**config.mk**
```make
export PLATFORM = sky130hd
export DESIGN_NAME = leaf_port_buffer
export DESIGN_NICKNAME = d
export VERILOG_FILES = /design/src/rtl/leaf_pkg.sv /design/src/rtl/leaf_port_fifo.sv /design/src/rtl/leaf_port_buffer.sv
export SDC_FILE = /design/constraint.sdc
export NUM_CORES = 1
export LEC_CHECK = 0
export BUFFER_PORTS_ARGS = -buffer_cell sky130_fd_sc_hd__buf_2
export CAP_MARGIN = 15
export CORE_AREA = 4 4 328 330
export CTS_BUF_LIST = sky130_fd_sc_hd__clkbuf_2
export DETAILED_ROUTE_END_ITERATION = 8
export DIE_AREA = 0 0 332 334
export GPL_ROUTABILITY_DRIVEN = 0
export PLACE_DENSITY = 0.75
export SYNTH_ARGS = -nofsm -noshare
export SYNTH_HDL_FRONTEND = slang
export SYNTH_HIERARCHICAL = 1
export SYNTH_SLANG_ARGS = --single-unit
export TNS_END_PERCENT = 50
```
**constraint.sdc**
```tcl
create_clock -name clk_user -period 3.8 [get_ports clk_user]
set_clock_uncertainty 0.15 [all_clocks]
set_input_delay 0.19 -clock clk_user [delete_from_list [all_inputs] [get_ports clk_user]]
set_output_delay 0.19 -clock clk_user [all_outputs]
set_load 0.02 [all_outputs]
```
**src/rtl/leaf_pkg.sv**
```systemverilog
// Shared definitions for the leaf port buffer: payload default, bus slicing helper
// and the per-channel status record.
package leaf_pkg;

    localparam int PAYLOAD_BITS_DEF = 32;
    localparam int LEVEL_MAX_BITS   = 7;
    localparam int CNT_MAX_BITS     = 64;

    // Widths cover the largest legal DEPTH_BITS and a generous counter.
    typedef struct packed {
        logic [LEVEL_MAX_BITS-1:0] level;
        logic [CNT_MAX_BITS-1:0]   xfer_cnt;
    } chan_status_t;

    function automatic int port_slice(input int idx, input int width);
        return idx * width;
    endfunction

endpackage

```
**src/rtl/leaf_port_fifo.sv**
```systemverilog
// Single first-word-fall-through channel FIFO with per-channel enable, flush,
// occupancy level and accepted-word counter.
module leaf_port_fifo
    import leaf_pkg::*;
#(
    parameter int PAYLOAD_BITS = PAYLOAD_BITS_DEF,
    parameter int DEPTH_BITS   = 2,
    parameter int CNT_BITS     = 32
) (
    input  logic                    clk,
    input  logic                    rst_n,
    input  logic                    i_en,
    input  logic                    i_flush,
    input  logic [PAYLOAD_BITS-1:0] i_wr_data,
    input  logic                    i_wr_vld,
    output logic                    o_wr_ack,
    output logic [PAYLOAD_BITS-1:0] o_rd_data,
    output logic                    o_rd_vld,
    input  logic                    i_rd_ack,
    output logic [DEPTH_BITS:0]     o_level,
    output logic [CNT_BITS-1:0]     o_xfer_cnt
);

    localparam int DEPTH = 1 << DEPTH_BITS;
    localparam logic [DEPTH_BITS:0] FULL_COUNT = (DEPTH_BITS + 1)'(DEPTH);

    logic [PAYLOAD_BITS-1:0] r_mem [DEPTH];
    logic [DEPTH_BITS-1:0]   r_wr_ptr;
    logic [DEPTH_BITS-1:0]   r_rd_ptr;
    logic [DEPTH_BITS:0]     r_count;
    logic [CNT_BITS-1:0]     r_xfer_cnt;

    logic w_active;
    logic w_full;
    logic w_empty;
    logic w_push;
    logic w_pop;

    // Reset is folded in so both handshake outputs drop the moment reset asserts.
    assign w_active = rst_n & i_en & ~i_flush;
    assign w_full   = (r_count == FULL_COUNT);
    assign w_empty  = (r_count == '0);
    assign w_push   = i_wr_vld & ~w_full & w_active;
    assign w_pop    = ~w_empty & w_active & i_rd_ack;

    assign o_wr_ack   = w_push;
    assign o_rd_vld   = ~w_empty & w_active;
    assign o_rd_data  = r_mem[r_rd_ptr];
    assign o_level    = r_count;
    assign o_xfer_cnt = r_xfer_cnt;

    always_ff @(posedge clk) begin
        if (w_push) begin
            r_mem[r_wr_ptr] <= i_wr_data;
        end
    end

    always_ff @(posedge clk or negedge rst_n) begin
        if (!rst_n) begin
            r_wr_ptr   <= '0;
            r_rd_ptr   <= '0;
            r_count    <= '0;
            r_xfer_cnt <= '0;
        end else if (i_flush) begin
            r_wr_ptr   <= '0;
            r_rd_ptr   <= '0;
            r_count    <= '0;
            r_xfer_cnt <= '0;
        end else begin
            if (w_push) begin
                r_wr_ptr   <= r_wr_ptr + 1'b1;
                r_xfer_cnt <= r_xfer_cnt + 1'b1;
            end
            if (w_pop) begin
                r_rd_ptr <= r_rd_ptr + 1'b1;
            end
            // Push and pop together leave the level unchanged.
            if (w_push && !w_pop) begin
                r_count <= r_count + 1'b1;
            end else if (w_pop && !w_push) begin
                r_count <= r_count - 1'b1;
            end
        end
    end

endmodule

```
**src/rtl/leaf_port_buffer.sv**
```systemverilog
// Buffered bridge between N HLS ap_hs user ports and the flat leaf_interface buses,
// one FIFO channel per direction and port.
module leaf_port_buffer
    import leaf_pkg::*;
#(
    parameter int PAYLOAD_BITS  = PAYLOAD_BITS_DEF,
    parameter int NUM_IN_PORTS  = 4,
    parameter int NUM_OUT_PORTS = 4,
    parameter int DEPTH_BITS    = 2,
    parameter int CNT_BITS      = 32
) (
    input  logic                                           clk_user,
    input  logic                                           reset_n,
    input  logic [NUM_IN_PORTS+NUM_OUT_PORTS-1:0]          port_en,
    input  logic [NUM_IN_PORTS+NUM_OUT_PORTS-1:0]          port_flush,
    input  logic [NUM_IN_PORTS*PAYLOAD_BITS-1:0]           din_user,
    input  logic [NUM_IN_PORTS-1:0]                        vld_user,
    output logic [NUM_IN_PORTS-1:0]                        ack_user,
    output logic [NUM_IN_PORTS*PAYLOAD_BITS-1:0]           dout_if,
    output logic [NUM_IN_PORTS-1:0]                        vld_if,
    input  logic [NUM_IN_PORTS-1:0]                        ack_if,
    input  logic [NUM_OUT_PORTS*PAYLOAD_BITS-1:0]          din_if,
    input  logic [NUM_OUT_PORTS-1:0]                       vld_if_out,
    output logic [NUM_OUT_PORTS-1:0]                       ack_if_out,
    output logic [NUM_OUT_PORTS*PAYLOAD_BITS-1:0]          dout_user,
    output logic [NUM_OUT_PORTS-1:0]                       vld_user_out,
    input  logic [NUM_OUT_PORTS-1:0]                       ack_user_out,
    output logic [(NUM_IN_PORTS+NUM_OUT_PORTS)*(DEPTH_BITS+1)-1:0] level,
    output logic [(NUM_IN_PORTS+NUM_OUT_PORTS)*CNT_BITS-1:0]       xfer_cnt
);

    localparam int LVL_BITS = DEPTH_BITS + 1;

    // In-port channels occupy status/control indices 0..NUM_IN_PORTS-1.
    for (genvar gi = 0; gi < NUM_IN_PORTS; gi++) begin : g_in
        leaf_port_fifo #(
            .PAYLOAD_BITS (PAYLOAD_BITS),
            .DEPTH_BITS   (DEPTH_BITS),
            .CNT_BITS     (CNT_BITS)
        ) u_fifo (
            .clk        (clk_user),
            .rst_n      (reset_n),
            .i_en       (port_en[gi]),
            .i_flush    (port_flush[gi]),
            .i_wr_data  (din_user[port_slice(gi, PAYLOAD_BITS) +: PAYLOAD_BITS]),
            .i_wr_vld   (vld_user[gi]),
            .o_wr_ack   (ack_user[gi]),
            .o_rd_data  (dout_if[port_slice(gi, PAYLOAD_BITS) +: PAYLOAD_BITS]),
            .o_rd_vld   (vld_if[gi]),
            .i_rd_ack   (ack_if[gi]),
            .o_level    (level[port_slice(gi, LVL_BITS) +: LVL_BITS]),
            .o_xfer_cnt (xfer_cnt[port_slice(gi, CNT_BITS) +: CNT_BITS])
        );
    end

    for (genvar go = 0; go < NUM_OUT_PORTS; go++) begin : g_out
        leaf_port_fifo #(
            .PAYLOAD_BITS (PAYLOAD_BITS),
            .DEPTH_BITS   (DEPTH_BITS),
            .CNT_BITS     (CNT_BITS)
        ) u_fifo (
            .clk        (clk_user),
            .rst_n      (reset_n),
            .i_en       (port_en[NUM_IN_PORTS+go]),
            .i_flush    (port_flush[NUM_IN_PORTS+go]),
            .i_wr_data  (din_if[port_slice(go, PAYLOAD_BITS) +: PAYLOAD_BITS]),
            .i_wr_vld   (vld_if_out[go]),
            .o_wr_ack   (ack_if_out[go]),
            .o_rd_data  (dout_user[port_slice(go, PAYLOAD_BITS) +: PAYLOAD_BITS]),
            .o_rd_vld   (vld_user_out[go]),
            .i_rd_ack   (ack_user_out[go]),
            .o_level    (level[port_slice(NUM_IN_PORTS + go, LVL_BITS) +: LVL_BITS]),
            .o_xfer_cnt (xfer_cnt[port_slice(NUM_IN_PORTS + go, CNT_BITS) +: CNT_BITS])
        );
    end

endmodule

```
## Word level (Yosys, flattened, before mapping)

Memories as Yosys holds them, arrays and structs flattened.
Index checks and enable logic that the tools add are counted.

- Reductions and logical operators: 64
- Bitwise gates (word level): 72
- Add/subtract/negate cells: 40
- Eq/ne operators: 8
- Multiplexer cells: 88

Operators with widths:

| kind | count |
|---|---|
| 2-to-1 mux 32 bit | 16 |
| adder 32 x 1 -> 32 bit, second input constant | 8 |
| 2-to-1 mux 3 bit | 24 |
| 2-to-1 mux 2 bit | 32 |
| AND 1 bit | 48 |
| adder 2 x 1 -> 2 bit, second input constant | 16 |
| nonzero test 2 bit | 16 |
| adder 3 x 1 -> 3 bit, second input constant | 8 |
| == test 3 bit, second input constant | 8 |
| zero test 3 bit | 8 |
| inverter 1 bit | 24 |
| nonzero test 3 bit | 8 |
| subtractor 3 x 1 -> 3 bit, second input constant | 8 |
| logical AND 1 bit | 16 |
| zero test 1 bit | 16 |
| 2-to-1 mux 1 bit | 16 |

- RAM bits: 1024
- Bits of input ports: 290
- Output and inout bits: 552
- Flip-flop bits (word level): 312
- Memories kept: 8
- Logic and storage cells: 312

Memory list:

| name | words | bits a word | read ports | clocked after Yosys merged registers in | write ports | RTL line | text |
|---|---|---|---|---|---|---|---|
| g_in[0].u_fifo.r_mem | 4 | 32 | 1 | 0 | 1 | leaf_port_fifo.sv:27 | `logic [PAYLOAD_BITS-1:0] r_mem [DEPTH];` |
| g_in[1].u_fifo.r_mem | 4 | 32 | 1 | 0 | 1 | leaf_port_fifo.sv:27 |  |
| g_in[2].u_fifo.r_mem | 4 | 32 | 1 | 0 | 1 | leaf_port_fifo.sv:27 |  |
| g_in[3].u_fifo.r_mem | 4 | 32 | 1 | 0 | 1 | leaf_port_fifo.sv:27 |  |
| g_out[0].u_fifo.r_mem | 4 | 32 | 1 | 0 | 1 | leaf_port_fifo.sv:27 |  |
| g_out[1].u_fifo.r_mem | 4 | 32 | 1 | 0 | 1 | leaf_port_fifo.sv:27 |  |
| 2 more memories | - | - | - | - | - | - |  |

## Depth between registers and ports, before layout

- Depth in word-level cells: 9
- Depth in mapped cells: 8
- Depth with buffers taken out: 7

## By module

The synthesis kept the hierarchy.

Modules (own cells, without submodules):

| module | instances | cells an instance | seq. area each (um2) | area each (um2) |
|---|---|---|---|---|
| leaf_port_fifo at g_in[0].u_fifo ... | 4 | 405 | 4819.6 | 6877.8 |
| leaf_port_fifo at g_out[0].u_fifo ... | 2 | 403 | 4819.6 | 6881.6 |
| leaf_port_fifo at g_in[2].u_fifo | 1 | 405 | 4819.6 | 6952.9 |
| leaf_port_fifo at g_in[3].u_fifo | 1 | 390 | 4819.6 | 6820.3 |

## Least setup slack after synthesis

OpenSTA, ideal clock, no wires.

- Path type: reg2reg
- Start point: register g_in[0].u_fifo.r_count[1]
- End point: register g_in[0].u_fifo.r_count[2]
- Clock period less this slack: 2472 ps
- Required time: 3564 ps
- Library setup time: 86 ps
- Arrival time: 2236 ps
- Path slack: 1328 ps
- Path buffers: 1
- Stages on the path, launching flop included: 8
- Cell sequence: dfrtp_1 or3b_2 clkbuf_1 nand2_2 nor2_1 fa_1 or3_1 a32oi_1

- Longest elaborated chain between the ends: 8
- Elaborated cells between the ends (all ways): 18
- Classes of those cells: 2 x add/sub; 1 x eq/ne; 3 x mux; 6 x bitwise; 6 x reduce/logical

RTL lines:

| item | RTL line | text |
|---|---|---|
| start: declaration | leaf_port_fifo.sv:30 | `logic [DEPTH_BITS:0] r_count;` |
| start signal: assignment | leaf_port_fifo.sv:79 | `r_count <= r_count + 1'b1;` |
| start signal: assignment | leaf_port_fifo.sv:81 | `r_count <= r_count - 1'b1;` |
| zero test 3 bit | leaf_port_fifo.sv:42 | `assign w_empty = (r_count == '0);` |
| inverter 1 bit | leaf_port_fifo.sv:44 | `assign w_pop = ~w_empty & w_active & i_rd_ack;` |
| AND 1 bit (2 in a row) | leaf_port_fifo.sv:44 |  |
| zero test 1 bit | leaf_port_fifo.sv:78 | `if (w_push && !w_pop) begin` |
| logical AND 1 bit | leaf_port_fifo.sv:78 |  |
| 2-to-1 mux 3 bit | leaf_port_fifo.sv:78 |  |
| 2-to-1 mux 3 bit | leaf_port_fifo.sv:64 | `end else if (i_flush) begin` |

Several ways; a longest one is shown, not always the timed one. The select of a mux whose other input is x is not followed.
A chain may end at the register's enable or synchronous reset.

## Worst setup path in the final report

- Start point: input port port_en[7]
- End point: output port ack_if_out[3]

- Longest elaborated chain between the ends: 3

RTL lines:

| item | RTL line | text |
|---|---|---|
| start: declaration | leaf_port_buffer.sv:14 | `input logic [NUM_IN_PORTS+NUM_OUT_PORTS-1:0] port_en,` |
| AND 1 bit (2 in a row) | leaf_port_fifo.sv:40 | `assign w_active = rst_n & i_en & ~i_flush;` |
| AND 1 bit | leaf_port_fifo.sv:43 | `assign w_push = i_wr_vld & ~w_full & w_active;` |
| end: declaration | leaf_port_buffer.sv:24 | `output logic [NUM_OUT_PORTS-1:0] ack_if_out,` |

Every way passes these cells.

==> run summary <==
status - complete, no violations
Final Hold Viols - 0
Critical Path End Type - output pin
Max Slew Vio Count - 0
Root Buffer - clkbuf_2
Crit-path slowest cell - dlygate4sd3_1
Inserted Clock Buffers - 345
Max Cap Viol - 0
syn avg cell area - 17.1 µm²
worst r2r src - g_out[2].u_fifo/o_level[0]$_DFFE_PN0P_
delay-heaviest family, CP - buffers and inverters
CTS tree - built
maximum clock rate - 0.268 GHz
Post-synth ARST share - 0.234
synthesized-area fraction occupied by adder cells - 0.0120
commonest non-fill, non-tap cells in the layout - edfxtp_1 (1024), dlygate4sd3_1 (953), buf_2 (835)
syn_nets - 3559
main combinational cell family by area after synthesis - multiplexers
vias in the first global route - 43100
setup TNS after final layout - 0 ns
EDFF count, synth - 1024
multiplexer area fraction after synthesis - 0.136
Critical Path AT - 3.40 ns
Detail Placement HPWL - 95.8 mm
Fillers - 6405
clock power share - 0.348
I/O Buffers - 841
hold slack - 0.140 ns
worst r2r dst - g_out[2].u_fifo/o_xfer_cnt[7]$_DFFE_PN0P_
Hold Crit Class - in2async
Storage cell area - 38600 µm²
initial DRC count - 3696
Die ar. - 111000 µm²
final net count - 5647
total clock sinks - 1336
core area - 105000 µm²
worst-path maximum fanout - 8
Sw Share - 0.270
Clock transition at path regs - 0.08 ns
Comb power frac - 0.095
R2R depth - 7
WS Path Type - in2out
leak pwr - 29.3 nW
worst path buffer plus inverter count - 7
first-pass detailed-route iteration total - 5
total congestion overflow - 0
worst-case vdd ir drop - 0.347 mV
Max Buffers Root-to-Sink - 4
Largest stage delay, worst path - 0.62 ns
most frequent cell on the critical path - dlygate4sd3_1
worst endpoint required time - 3.46 ns
fin crit share - 0.983
GRT Util Overall - 0.316
RSZ-0062 raised after global routing - no
Vias - 40500
Seq/Total Area, Yosys - 0.700
worst setup path startpoint - port_en[7]
area delta synth->final - 34.8%
largest net degree at the start of global routing - 45
crit-path cells - dlygate4sd3_1 -> dlygate4sd3_1 -> buf_2 -> dlygate4sd3_1 -> and4b_2 -> dlygate4sd3_1 -> nand2_2 -> inv_4 -> buf_2
Power Dens Cells - 389 nW/µm²
Cells after Synth - 3221
DR vias/cell - 5.80
I/O Pins - 842
Ys Warns - 6
Mapped Area - 55000 µm²
final wirelength - 177 mm
Detail Route Antenna Nets - 0
Worst slew margin - 0.260
Reg power frac - 0.557
first-pass GRT wire length - 265 mm
Main synth FF type - edfxtp_1
distinct cell type count of the synthesized netlist - 70
DRC viols - 0
Multi-input gate area - 15600 µm²
initial antenna violation count - 7
Post-Synth Simple-Gate Area - 0.104
Worst Setup Start Kind - primary input
FF+latch count, synth - 1336
Compound-Gate Fraction of Synth Area - 0.0239
Slew @ Worst Pin - 1.11 ns
H-tree depth - 5
r2r setup slk - 0.14 ns
width of the chip - 332 µm
initial core utilization - 0.525
XOR/XNOR Fraction of Synth Area - 0.00716
layout cells sized above 1 - 0.327
WL/cell - 25.4 µm
endpoints failing setup - 0
Clk Latency, worst-skew pair - 1.55 ns
Die H - 334 µm
final worst path period need - 3.74 ns
total internal power - 21.1 mW
FP Rows - 119
commonest non-fill, non-tap cell in the layout - edfxtp_1
Switching Power - 7.80 mW
==> cells in the mapped netlist, types with 5 or more instances <==
cell type	number	area [µm²]
nand4b_4	8	190
inv_1	58	218
ha_1	40	500
buf_2	39	195
mux2_1	18	203
a21o_1	9	67.6
edfxtp_1	1024	30700
mux2i_1	140	1400
a31oi_1	12	75.1
nand3_1	76	380
mux2_2	12	135
a32oi_1	6	52.6
nand4_1	97	607
or3_1	27	169
nor3_1	55	275
and3_1	70	438
buf_1	7	26.3
or3b_2	5	43.8
nand2b_1	127	795
nand3b_1	13	97.6
nor3b_1	8	60.1
mux4_2	256	5770
a21oi_1	73	365
inv_2	7	26.3
buf_6	8	90.1
and4_1	48	420
nand2_1	140	526
o31ai_1	50	375
o21ai_0	36	180
nor4_1	50	313
nor2b_1	30	188
xor2_1	10	87.6
or4_1	35	263
nor2_1	77	289
xnor2_1	35	307
nand2_2	5	31.3
clkbuf_1	95	357
fa_1	8	160
dfrtp_1	312	7810
and2_1	26	163
==> power groups by stage <==
stage	Combinational (mW)	Clock, mW	Sequential (mW)
after global placement	1.68	0	16.4
after CTS	2.60	9.83	16.1
after floorplan	0.902	0	16.4
after global routing	2.89	11.1	16.1
final	2.74	10.1	16.1
after detailed placement	1.72	0	16.4
==> layout make-up <==
| class | count | share of cell area |
|---|---|---|
| inverter | 66 | 0.00339 |
| multi-input combinational | 1670 | 0.210 |
| sequential | 1336 | 0.520 |
| timing repair buffer | 1890 | 0.201 |
| antenna | 9 | 0.000303 |
| tap | 1391 | 0.0234 |
| clock buffer | 507 | 0.0342 |
| clock inverter | 105 | 0.00740 |
==> worst register-to-register path, stage by stage, from the launching register on <==
cell	delay [ns]
dfrtp_1	0.48
nor3b_1	0.81
nor4_1	0.14
dlygate4sd3_1	0.64
xnor2_1	0.18
dlygate4sd3_1	0.60
nor2_1	0.05
dlygate4sd3_1	0.54
==> layer usage <==
layer | vias up | global-route usage | wire length, µm
met3 | 631 | 0.0885 | 16200
met1 | 20100 | 0.359 | 59400
met5 | - | 0 | 0
li1 | 17200 | - | -
met4 | 0 | 0.185 | 12200
met2 | 2514 | 0.536 | 89100
==> flip-flops by register name, indices dropped and copies added (netlist names), 12 cells and up <==
name,count
g_in.u_fifo/r_mem,512
g_out.u_fifo/r_mem,512
g_in.u_fifo/o_xfer_cnt,128
g_out.u_fifo/o_xfer_cnt,128
g_in.u_fifo/o_level,12
g_out.u_fifo/o_level,12
==> worst max-delay path by stage <==
stage | endpoint | depth (start not counted) | slack (ns)
finish | ack_if_out[3] | 9 | 0.06
global route | ack_if_out[3] | 9 | 0.004
CTS | dout_if[33] | 3 | -0.01
detailed placement | g_out[0].u_fifo/o_xfer_cnt[28]$_DFFE_PN0P_ | 5 | 0.90
global placement | g_out[1].u_fifo/o_xfer_cnt[28]$_DFFE_PN0P_ | 5 | 0.97
floorplan | g_in[0].u_fifo/o_level[2]$_DFFE_PN0P_ | 7 | 1.33
==> kinds of logic (layout without fill, tap and decap cells) <==
group,Yosys count,count (layout)
DFF,1336,1336
and+or+nand+nor,940,940
muxes,426,426
buffers and inverters,215,2568
AOI/OAI and AO/OA,211,211
adders and majority gates,48,48
xor gates and xnor gates,45,45
other,0,9
==> stage by stage <==
stage | util | std cells | setup slack, ns | total power [mW] | instance area [µm²]
2_1_floorplan | - | 3221 | 1.33 | 17.3 | 55000
3_3_place_gp | 0.581 | 5369 | 0.968 | 18.1 | 60900
3_5_place_dp | 0.581 | 5369 | 0.897 | 18.1 | 60900
4_1_cts | 0.707 | 6960 | -0.0136 | 28.5 | 74100
5_1_grt | 0.708 | 6971 | 0.00403 | 30.1 | 74200
6_report | 0.708 | 6974 | 0.0644 | 28.9 | 74200
==> repair_timing <==
| action | 4_1_cts | 5_1_grt |
|---|---|---|
| resized for setup | 20 | 4 |
| setup endpoints to repair | 134 | 28 |
| pin swaps | 0 | 1 |
| buffers inserted | 4 | 6 |
| hold endpoints to repair | 2672 | 36 |
| hold buffers | 975 | 1 |
(Power assumes the default switching activity.)
